==> config.mk <==
export PLATFORM = sky130hd
export DESIGN_NAME = pipe_hazard_ctrl
export DESIGN_NICKNAME = d
export VERILOG_FILES = /design/src/rtl/pipe_pkg.sv /design/src/rtl/fwd_unit.sv /design/src/rtl/pipe_hazard_ctrl.sv
export SDC_FILE = /design/constraint.sdc
export NUM_CORES = 1
export LEC_CHECK = 0
export BUFFER_PORTS_ARGS = -buffer_cell sky130_fd_sc_hd__buf_2
export CORE_MARGIN = 2
export CORE_UTILIZATION = 51
export DETAILED_ROUTE_END_ITERATION = 8
export HOLD_SLACK_MARGIN = 0.12
export PLACE_DENSITY_LB_ADDON = 0.25
export SLEW_MARGIN = 25
export SYNTH_ARGS = -nofsm -noshare
export SYNTH_HDL_FRONTEND = slang
export SYNTH_SLANG_ARGS = --single-unit
export TNS_END_PERCENT = 5
==> constraint.sdc <==
create_clock -name cpu_clk -period 3.2 [get_ports cpu_clk]
set_clock_uncertainty 0.2 [all_clocks]
set_input_delay 0.8 -clock cpu_clk [delete_from_list [all_inputs] [get_ports cpu_clk]]
set_output_delay 0.8 -clock cpu_clk [all_outputs]
set_load 0.01 [all_outputs]
==> src/rtl/pipe_pkg.sv <==
// Shared types and constants for the myCPU five-stage hazard controller.
// Scoreboard slot layout and EX operand forwarding source codes.
package pipe_pkg;

  localparam logic [1:0] FWD_RF    = 2'b00;
  localparam logic [1:0] FWD_EXMEM = 2'b01;
  localparam logic [1:0] FWD_MEMWB = 2'b10;

  typedef struct packed {
    logic       valid;
    logic [4:0] rd;
    logic       we;
    logic       is_load;
  } sb_slot_t;

  localparam sb_slot_t SLOT_EMPTY = '{
    valid:   1'b0,
    rd:      5'd0,
    we:      1'b0,
    is_load: 1'b0
  };

endpackage

==> src/rtl/fwd_unit.sv <==
// Per-source match against the EX and MEM scoreboard slots.
// Yields the forwarding select and a load-use hit on the EX slot.
module fwd_unit
  import pipe_pkg::*;
(
  input  logic [4:0] rs_i,
  input  logic       used_i,
  input  sb_slot_t   ex_i,
  input  sb_slot_t   mem_i,
  output logic [1:0] sel_o,
  output logic       ld_hit_o
);

  logic ex_hit;
  logic mem_hit;
  logic unused_mem_ld;

  assign ex_hit = used_i & ex_i.valid & ex_i.we
                & (ex_i.rd != 5'd0) & (ex_i.rd == rs_i);

  assign mem_hit = used_i & mem_i.valid & mem_i.we
                 & (mem_i.rd != 5'd0) & (mem_i.rd == rs_i);

  assign ld_hit_o = ex_hit & ex_i.is_load;

  assign unused_mem_ld = mem_i.is_load;

  // Youngest producer wins when both slots match.
  always_comb begin
    sel_o = FWD_RF;
    priority case (1'b1)
      ex_hit:  sel_o = FWD_EXMEM;
      mem_hit: sel_o = FWD_MEMWB;
      default: sel_o = FWD_RF;
    endcase
  end

endmodule

==> src/rtl/pipe_hazard_ctrl.sv <==
// Hazard/sequencing control for the five-stage myCPU pipe:
// scoreboard, stall/flush, registered forwarding, bus watchdog.
module pipe_hazard_ctrl
  import pipe_pkg::*;
#(
  parameter int unsigned BUS_TIMEOUT = 255
) (
  input  logic       cpu_clk,
  input  logic       cpu_rst,
  input  logic       id_valid,
  input  logic [4:0] id_rs1,
  input  logic [4:0] id_rs2,
  input  logic       id_rs1_used,
  input  logic       id_rs2_used,
  input  logic [4:0] id_rd,
  input  logic       id_we,
  input  logic       id_is_load,
  input  logic       ex_br_taken,
  input  logic       mem_req,
  input  logic       bus_ready,
  output logic       pc_stall,
  output logic       ifid_stall,
  output logic       idex_stall,
  output logic       exmem_stall,
  output logic       memwb_stall,
  output logic       ifid_flush,
  output logic       idex_flush,
  output logic [1:0] fwd_a_sel,
  output logic [1:0] fwd_b_sel,
  output logic       bus_err
);

  localparam logic [15:0] TIMEOUT = 16'(BUS_TIMEOUT);

  sb_slot_t ex_q, mem_q, wb_q;
  sb_slot_t ex_d, mem_d, wb_d;
  sb_slot_t id_slot;

  logic [1:0] fa_q, fb_q, fa_d, fb_d;
  logic [1:0] fa_c, fb_c;
  logic       a_ld, b_ld;

  logic [15:0] cnt_q, cnt_d;
  logic        err_q, err_d;

  logic bus_wait, branch, load_use;
  logic unused_wb;

  fwd_unit u_fwd_a (
    .rs_i     (id_rs1),
    .used_i   (id_rs1_used),
    .ex_i     (ex_q),
    .mem_i    (mem_q),
    .sel_o    (fa_c),
    .ld_hit_o (a_ld)
  );

  fwd_unit u_fwd_b (
    .rs_i     (id_rs2),
    .used_i   (id_rs2_used),
    .ex_i     (ex_q),
    .mem_i    (mem_q),
    .sel_o    (fb_c),
    .ld_hit_o (b_ld)
  );

  assign bus_wait = mem_req & ~bus_ready;
  assign branch   = ~bus_wait & ex_br_taken;
  assign load_use = ~bus_wait & ~ex_br_taken & (a_ld | b_ld);

  assign id_slot = '{
    valid:   id_valid,
    rd:      id_rd,
    we:      id_we,
    is_load: id_is_load
  };

  // WB is tracked for completeness; write-first RF needs no WB forward.
  assign unused_wb = ^wb_q;

  always_comb begin
    ex_d  = ex_q;
    mem_d = mem_q;
    wb_d  = wb_q;
    fa_d  = fa_q;
    fb_d  = fb_q;
    if (!bus_wait) begin
      mem_d = ex_q;
      wb_d  = mem_q;
      if (branch | load_use | ~id_valid) begin
        ex_d = SLOT_EMPTY;
        fa_d = FWD_RF;
        fb_d = FWD_RF;
      end else begin
        ex_d = id_slot;
        fa_d = fa_c;
        fb_d = fb_c;
      end
    end
  end

  always_comb begin
    cnt_d = 16'd0;
    if (bus_wait) begin
      cnt_d = (cnt_q == TIMEOUT) ? cnt_q : cnt_q + 16'd1;
    end
    err_d = err_q | (cnt_d == TIMEOUT);
  end

  always_ff @(posedge cpu_clk) begin
    if (cpu_rst) begin
      ex_q  <= SLOT_EMPTY;
      mem_q <= SLOT_EMPTY;
      wb_q  <= SLOT_EMPTY;
      fa_q  <= FWD_RF;
      fb_q  <= FWD_RF;
      cnt_q <= 16'd0;
      err_q <= 1'b0;
    end else begin
      ex_q  <= ex_d;
      mem_q <= mem_d;
      wb_q  <= wb_d;
      fa_q  <= fa_d;
      fb_q  <= fb_d;
      cnt_q <= cnt_d;
      err_q <= err_d;
    end
  end

  assign pc_stall    = bus_wait | load_use;
  assign ifid_stall  = bus_wait | load_use;
  assign idex_stall  = bus_wait;
  assign exmem_stall = bus_wait;
  assign memwb_stall = bus_wait;
  assign ifid_flush  = branch;
  assign idex_flush  = branch | load_use;
  assign fwd_a_sel   = fa_q;
  assign fwd_b_sel   = fb_q;
  assign bus_err     = err_q;

endmodule

# Word-level counts from Yosys, hierarchy flattened

Cells that the tools add are included.
Widths: inputs -> output; s select.

Flip-flop bits (word level): 36
Input bits: 25
Logic and storage cells: 60

$add $sub $neg: 1
Eq/ne operators: 6
Mux-type cells: 9
Bitwise gates (word level): 31
Reductions and logical operators: 2

Operators by type and width:

| kind                  | count |
|---|---|
| $eq 16x8->1 const B   | 2 |
| $mux 16               | 2 |
| $and 1x1->1           | 22 |
| $eq 5x5->1            | 4 |
| $add 16x1->16 const B | 1 |
| $mux 2                | 6 |
| $reduce_bool 5->1     | 2 |
| $mux 8                | 1 |
| $or 1x1->1            | 5 |
| $not 1->1             | 4 |

# Longest topological paths before layout

Gate-level depths: netlist of the first run.

Word-level depth: 10
Depth in mapped cells: 8
Depth with buffers taken out: 7

# Cells and area by module

From an unflattened synthesis of the first run, not the netlist that was laid out.

Cell total of the unflattened synthesis: 249
Area, all modules: 2104.5 um2

Modules (own cells, without submodules):

| module           | times used | cells an instance | area each (um2) |
|---|---|---|---|
| pipe_hazard_ctrl | 1          | 205               | 1749.2 |
| fwd_unit         | 2          | 22                | 177.7 |

# Worst setup path before layout of the first run

No wires, ideal clock.

Kind: input port to output port
Start point: in id_rs1[1]
End point: out pc_stall
Data arrival time: 1.941 ns
Path slack: 0.259 ns
Stages: 6
Path buffers: 1
Cells stage by stage: xnor2_1 nand4_1 nor3_1 o21ai_2 o21ai_0 buf_4

Cells in the longest elaborated chain, start to end: 6

Ends and longest elaborated chain:

| element         | RTL line               | source |
|---|---|---|
| start, declared | pipe_hazard_ctrl.sv:11 | `input logic [4:0] id_rs1,` |
| $eq 5x5->1      | fwd_unit.sv:19         | `& (ex_i.rd != 5'd0) & (ex_i.rd == rs_i);` |
| $and 1x1->1     | fwd_unit.sv:19         |  |
| $and 1x1->1     | fwd_unit.sv:24         | `assign ld_hit_o = ex_hit & ex_i.is_load;` |
| $or 1x1->1      | pipe_hazard_ctrl.sv:69 | `assign load_use = ~bus_wait & ~ex_br_taken & (a_ld \| b_ld);` |
| $and 1x1->1     | pipe_hazard_ctrl.sv:69 |  |
| $or 1x1->1      | --                     |  |
| end, declared   | pipe_hazard_ctrl.sv:21 | `output logic pc_stall,` |

Every way passes these cells.

# Worst setup path after layout of the first run

Start point: reg ex_q[3] in the netlist's numbering
End point: out pc_stall

Cells in the longest elaborated chain, start to end: 7
Elaborated cells on any way between the ends: 12
Those cells by class: eq/ne: 2; bitwise: 9; reduce/logical: 1

Ends and longest elaborated chain:

| element                  | RTL line                | source |
|---|---|---|
| start, declared          | pipe_hazard_ctrl.sv:35  | `sb_slot_t ex_q, mem_q, wb_q;` |
| start signal, assigned   | pipe_hazard_ctrl.sv:112 | `ex_q <= SLOT_EMPTY;` |
| start signal, assigned   | pipe_hazard_ctrl.sv:120 | `ex_q <= ex_d;` |
| $reduce_bool 5->1        | fwd_unit.sv:19          |  |
| $and 1x1->1 (2 in a row) | fwd_unit.sv:19          |  |
| $and 1x1->1              | fwd_unit.sv:24          |  |
| $or 1x1->1 *             | pipe_hazard_ctrl.sv:69  |  |
| $and 1x1->1 *            | pipe_hazard_ctrl.sv:69  |  |
| $or 1x1->1 *             | pipe_hazard_ctrl.sv:130 | `assign pc_stall = bus_wait \| load_use;` |

Every way passes the cells marked *; elsewhere a longest branch is shown, timed or not.

==> results of run 1 <==
## worst reg2reg max path, cell delays in order (launching register included)
cell	delay [ps]
dfxtp_1	440
ha_1	260
and3_1	330
and2_1	240
nand4_1	200
nor4b_1	330
a211oi_1	100
o32ai_1	250
## where the power goes
| group | switching (µW) | internal, µW | total (µW) |
|---|---|---|---|
| registers | 7.13 | 453 | 460 |
| logic | 38.4 | 34.8 | 73.2 |
| clock network | 171 | 390 | 561 |
| total | 217 | 878 | 1090 |
## cell type report
class                           count  area, µm²
Fill cell                         331       1359
Multi-Input combinational cell    166       1067
Sequential cell                    36      720.7
Timing Repair Buffer               42      225.2
Clock inverter                      3      90.09
Clock buffer                        5      68.82
Tap cell                           48      60.06
Inverter                            4      15.01
## cell usage after synthesis, drive strengths merged (3+ instances only)
cell type   n
a22o        9
nor2       19
inv         4
and3        7
xor2       13
nand4       7
and4        4
nor3        7
a21oi      10
nor4        3
xnor2      19
a31oi       4
o21ai       8
nand2      24
nand3       8
clkbuf      5
buf         9
dfxtp      36
## routing by layer
| layer | share of wire [%] | up-vias | wire length (µm) | GRT usage [%] |
|---|---|---|---|---|
| met4 | 0.94 | 0 | 40 | 7.979 |
| met2 | 49 | 39 | 2077 | 38.93 |
| met5 | 0 | - | 0 | 0 |
| met1 | 46 | 761 | 1938 | 26.93 |
| met3 | 4.6 | 7 | 194 | 4.340 |
| li1 | - | 857 | - | - |
## cell families after synthesis
| group | count (synthesis) | share of synthesized area (%) |
|---|---|---|
| and+or+nand+nor | 90 | 24.88 |
| AOI/OAI and AO/OA | 42 | 15.88 |
| DFF | 36 | 38.43 |
| xor gates and xnor gates | 32 | 14.94 |
| buffers and inverters | 18 | 4.670 |
| muxes | 1 | 0.5337 |
| adders and majority gates | 1 | 0.6670 |
## through the flow
step,hold WS (ps),area [µm²],worst slack (ps),cells,power (µW)
detailed placement,245.4,2088,226.8,296,544.0
finish,258.5,2247,198.3,304,1094
floorplan,232.3,1876,259.2,220,512.0
CTS,263.0,2247,180.2,304,1101
global placement,230.3,2088,301.3,296,543.1
global route,288.6,2247,48.74,304,1134
## placed cells by master (no fill, tap or decap), types with 2 or more instances in the layout
master,instances
nand3_1,8
o21ai_0,7
a21oi_1,10
a211oi_1,2
nand2_1,24
nor2_1,19
a31oi_1,4
clkbuf_8,5
and2_1,2
a22o_1,9
xor2_1,13
nand4b_1,2
and3_1,7
and4_1,3
nor4b_1,2
inv_1,4
buf_2,36
a311oi_1,2
dfxtp_1,36
bufinv_16,3
buf_4,6
nor4_1,3
nor3_1,6
xnor2_1,19
nand4_1,7
nand2b_1,2
## sequential cells by signal, summed over array words and instances, names as in the netlist
name / count
cnt_q: 16
ex_q: 8
mem_q: 7
fwd_a_sel: 2
fwd_b_sel: 2
bus_err: 1
## how the worst max path moves through the flow
| stage | from | end | slack (ps) | depth (start not counted) |
|---|---|---|---|---|
| floorplan | id_rs1[1] | pc_stall | 260 | 6 |
| global placement | id_rs1[1] | pc_stall | 300 | 7 |
| detailed placement | id_rs1[4] | pc_stall | 230 | 7 |
| CTS | ex_q[3]$_SDFFE_PP0N_ | pc_stall | 180 | 6 |
| global route | ex_q[3]$_SDFFE_PP0N_ | ifid_stall | 50 | 6 |
| finish | ex_q[3]$_SDFFE_PP0N_ | pc_stall | 200 | 6 |
==> results.py, run 1 <==
metrics = {
    "run_status": {
        "outcome": "completed",
    },
    "logic_synthesis": {
        "avgSynthCellArea_um2": 8.525,
        "synthArstFlopShare_pct": 0,
        "netlist_top_cells_area": "dfxtp_1 (38%), xnor2_1 (8.9%), xor2_1 (6.1%), nand2_1 (4.8%), a22o_1 (4.2%)",
        "synth_top_area_share_pct": 38.43,
        "ys_types": 41,
        "syn_nets": 246,
        "synth-main-ff-cell": "dfxtp_1",
        "synth_edf_count": 0,
        "syn_area_um2": 1876,
        "synth_warnings": 0,
        "ys_ff_latch": 36,
        "syn-instance-count": 220,
        "ys_seq_area_share_pct": 38.43,
        "yosys.area.top_type": "dfxtp_1",
    },
    "timing": {
        "post-route-min-period_ps": 3002,
        "worst_slew_pin_slew_ps": 478.0,
        "relSlewSlack_pct": 68.13,
        "rsz0062_at_grt": "no",
        "drv_slew": 0,
        "max_freq_mhz": 333.1,
        "setup_viol": 0,
        "finalCritPeriodShare_pct": 93.80,
        "hold_viol_final": 0,
        "setup_tns_ps": 0,
    },
    "worst_setup_path": {
        "rr_endpoint": "bus_err$_SDFF_PP0_",
        "cp_cell_sequence": "or4_1 -> o211ai_2 -> nor3_1 -> o21ai_2 -> o21ai_0 -> buf_2",
        "max_stage_delay_ps": 550,
        "critPathTopFamily": "simple AND/OR/NAND/NOR gates",
        "r2r_start": "cnt_q[0]$_SDFF_PP0_",
        "crit_type": "reg2out",
        "startpoint_type": "register",
        "crit_slowest_cell": "or4_1",
        "rrSetupSlack_ps": 780,
        "arrival_ps": 2000,
        "end_kind": "primary output",
        "cp_max_fo": 5,
        "crit_buf_inv": 1,
        "worstRegToRegCells": 7,
        "crit_required_ps": 2200,
    },
    "detailed_routing": {
        "drc": 0,
        "first_pass_iters": 4,
        "wl_per_cell_um": 13.98,
        "vias": 1664,
        "ant_nets": 0,
        "drt_iter0_markers": 97,
        "viasPerCell": 5.474,
        "postRouteWirelength_mm": 4.250,
    },
    "grt": {
        "antenna_found_initial": 0,
        "grt_overflow": 0,
        "grt_max_degree": 15,
        "grt_usage_pct": 22.19,
        "grt_pass1_vias": 1563,
        "grt_pass1_wl_mm": 7.169,
    },
    "power_and_ir_drop": {
        "power_density_nw_per_um2": 487.1,
        "p_leak_uw": 0.0008861,
        "vdd_ir_drop_max_mv": 0.2764,
    },
    "job": {
        "maxCapViolations": 0,
    },
    "final_layout": {
        "antenna_cells": 0,
        "drive_gt1_share_pct": 21.88,
        "final_core_util_pct": 62.32,
        "syn2layout_area_growth_pct": 19.81,
        "fin_nets": 281,
    },
    "cts": {
        "cts.sinks": 36,
        "worstSkewPairLatency_ps": 290,
        "ctsResizeCount": 0,
        "clkTransAtPathRegs_ps": 80,
        "ctsLongestPathBuffers": 2,
        "hold_buffers": 0,
        "cts-root-buf": "clkbuf_8",
        "post-cts-setup-buffers": 0,
        "cts_made_buffers": 5,
        "cts_tree": "done",
        "cts_max_level": 2,
    },
    "floorplanning": {
        "fp-row-count": 22,
        "initial_utilization_pct": 52.01,
        "core_um2": 3606,
        "dieWidth_um": 64.64,
        "die_h_um": 64.64,
        "die_area_um2": 4178,
        "num_io_pins": 37,
    },
    "place": {
        "gp_congestion": 0.8318,
        "hpwlAfterDp_mm": 3.139,
        "portBuffers": 36,
    },
    "hold_path": {
        "min_from": "fwd_a_sel[1]$_SDFFE_PP0N_",
        "hold_depth": 2,
        "holdPathEnd": "fwd_a_sel[1]$_SDFFE_PP0N_",
        "worstHoldPathType": "reg2reg",
    },
}
Power figures use the tool's default switching activity.
==> inputs of run 2 (changes only) <==
--- a/config.mk
+++ b/config.mk
@@ -14,5 +14,6 @@
 export SLEW_MARGIN = 25
 export SYNTH_ARGS = -nofsm -noshare
 export SYNTH_HDL_FRONTEND = slang
+export SYNTH_HIERARCHICAL = 1
 export SYNTH_SLANG_ARGS = --single-unit
 export TNS_END_PERCENT = 5
==> results.py, run 2 <==
metrics = {
    "run_status": {
        "outcome": "completed",
    },
    "grt": {
        "grt_overflow": 0,
        "grt_pass1_vias": 1622,
        "grt_pass1_wl_mm": 7.631,
        "antenna_found_initial": 0,
        "grt_usage_pct": 22.49,
        "grt_max_degree": 25,
    },
    "worst_setup_path": {
        "startpoint_type": "register",
        "max_stage_delay_ps": 560,
        "end_kind": "primary output",
        "crit_slowest_cell": "or4_4",
        "crit_buf_inv": 1,
        "arrival_ps": 2020,
        "crit_type": "reg2out",
        "cp_cell_sequence": "or4_4 -> nor2_2 -> nor3_2 -> and2_1 -> nor3_1 -> nor2_1 -> buf_2",
        "crit_required_ps": 2200,
        "cp_max_fo": 6,
        "critPathTopFamily": "simple AND/OR/NAND/NOR gates",
    },
    "timing": {
        "max_freq_mhz": 331.4,
        "post-route-min-period_ps": 3017,
        "setup_viol": 0,
        "rsz0062_at_grt": "no",
        "hold_viol_final": 0,
        "relSlewSlack_pct": 68.93,
        "worst_slew_pin_slew_ps": 466.1,
        "drv_slew": 0,
        "setup_tns_ps": 0,
        "finalCritPeriodShare_pct": 94.29,
    },
    "logic_synthesis": {
        "avgSynthCellArea_um2": 8.457,
        "syn_nets": 271,
        "syn_area_um2": 2072,
        "synth_warnings": 6,
        "syn-instance-count": 245,
    },
    "final_layout": {
        "antenna_cells": 0,
        "largest_reg_flops": 16,
        "syn2layout_area_growth_pct": 13.59,
        "largest_register": "cnt_q",
        "biggestRegsByFlops": "cnt_q x16, ex_q x8, mem_q x7",
        "drive_gt1_share_pct": 24.82,
        "fin_area_um2": 2354,
        "fin_nets": 299,
        "final_cell_mix": "dfxtp_1 (36), buf_2 (36), nor2_1 (28)",
    },
    "detailed_routing": {
        "drt_iter0_markers": 114,
        "viasPerCell": 5.648,
        "ant_nets": 0,
        "postRouteWirelength_mm": 4.770,
        "first_pass_iters": 4,
        "vias": 1830,
        "drc": 0,
        "wl_per_cell_um": 14.72,
    },
    "place": {
        "portBuffers": 36,
        "dpl_cell_area_um2": 2242,
        "hpwlAfterDp_mm": 3.512,
        "gp_congestion": 0.8638,
    },
    "floorplanning": {
        "core_um2": 3943,
        "dieWidth_um": 67.74,
        "die_h_um": 67.74,
        "initial_utilization_pct": 52.55,
        "fp-row-count": 23,
        "die_area_um2": 4589,
        "num_io_pins": 37,
    },
    "cts": {
        "ctsResizeCount": 0,
        "cts_tree": "done",
        "clkTransAtPathRegs_ps": 80,
        "ctsLongestPathBuffers": 2,
        "cts_max_level": 2,
        "cts.sinks": 36,
        "cts_made_buffers": 5,
        "post-cts-setup-buffers": 0,
        "cts-root-buf": "clkbuf_8",
        "worstSkewPairLatency_ps": 290,
        "hold_buffers": 0,
    },
    "power_and_ir_drop": {
        "power_density_nw_per_um2": 402.3,
        "total_power_uw": 946.7,
        "p_leak_uw": 0.0007945,
        "vdd_ir_drop_max_mv": 0.2931,
    },
    "job": {
        "maxCapViolations": 0,
    },
    "hold_path": {
        "worstHoldPathType": "reg2reg",
    },
}
-- run 2: cell types whose count changed in the layout (fill, tap and decap cells not counted), moves of 3 or more --
cell,change
and3_1,-5
xor2_1,-7
nor2_2,+3
a2111oi_2,+3
nand4_1,+7
a22oi_1,+10
nor2_1,+9
xnor2_1,+5
a22o_1,-8
-- run 2: through the flow --
stage,setup WS [ps],util [%],cells,hold WS [ps]
finish,182.9,59.70,324,270.1
global route,43.50,59.70,324,283.6
CTS,167.8,59.70,324,270.5
detailed placement,209.5,56.87,316,252.4
global placement,233.5,56.87,316,255.6
floorplan,216.3,-,245,245.5
-- run 2: worst register-to-register path, cell delays in order, from the launching register on --
cell and delay [ps]:
dfxtp_1 400, or4_4 560, nor2_2 100, nor3_2 60
and2_1 170, nor3_1 230, and3_1 490, a22oi_1 130
nor2_1 110
-- run 2: worst paths after layout --
kind / startpoint / endpoint / slack [ps] / depth (start not counted)
worst min-delay path: bus_err$_SDFF_PP0_ / bus_err$_SDFF_PP0_ / 270 / 2
worst max-delay path: ex_q[3]$_SDFFE_PP0N_ / idex_flush / 180 / 7
worst min register to register: bus_err$_SDFF_PP0_ / bus_err$_SDFF_PP0_ / 270 / 2
worst max register to register: ex_q[3]$_SDFFE_PP0N_ / ex_q[6]$_SDFFE_PP0N_ / 680 / 8
-- run 2: layer usage --
metal | GRT usage [%] | wire length (µm) | vias up
met5 | 0 | 0 | -
met4 | 8.163 | 81 | 0
met3 | 5.000 | 242 | 9
met2 | 38.11 | 2341 | 49
met1 | 27.79 | 2105 | 838
li1 | - | - | 934
-- run 2: layout make-up --
| type | count | area (µm²) |
|---|---|---|
| clock buffer | 5 | 68.82 |
| fill | 363 | 1589 |
| tap | 50 | 62.56 |
| timing repair buffer | 41 | 217.7 |
| inverter | 4 | 15.01 |
| sequential | 36 | 720.7 |
| multi-input combinational | 185 | 1226 |
| clock inverter | 3 | 42.54 |
-- run 2: report_power, final --
group,switching (µW),total [µW],internal (µW)
Sequential,8.45,461,453
Clock,171,401,230
Combinational,44.5,83.8,39.3
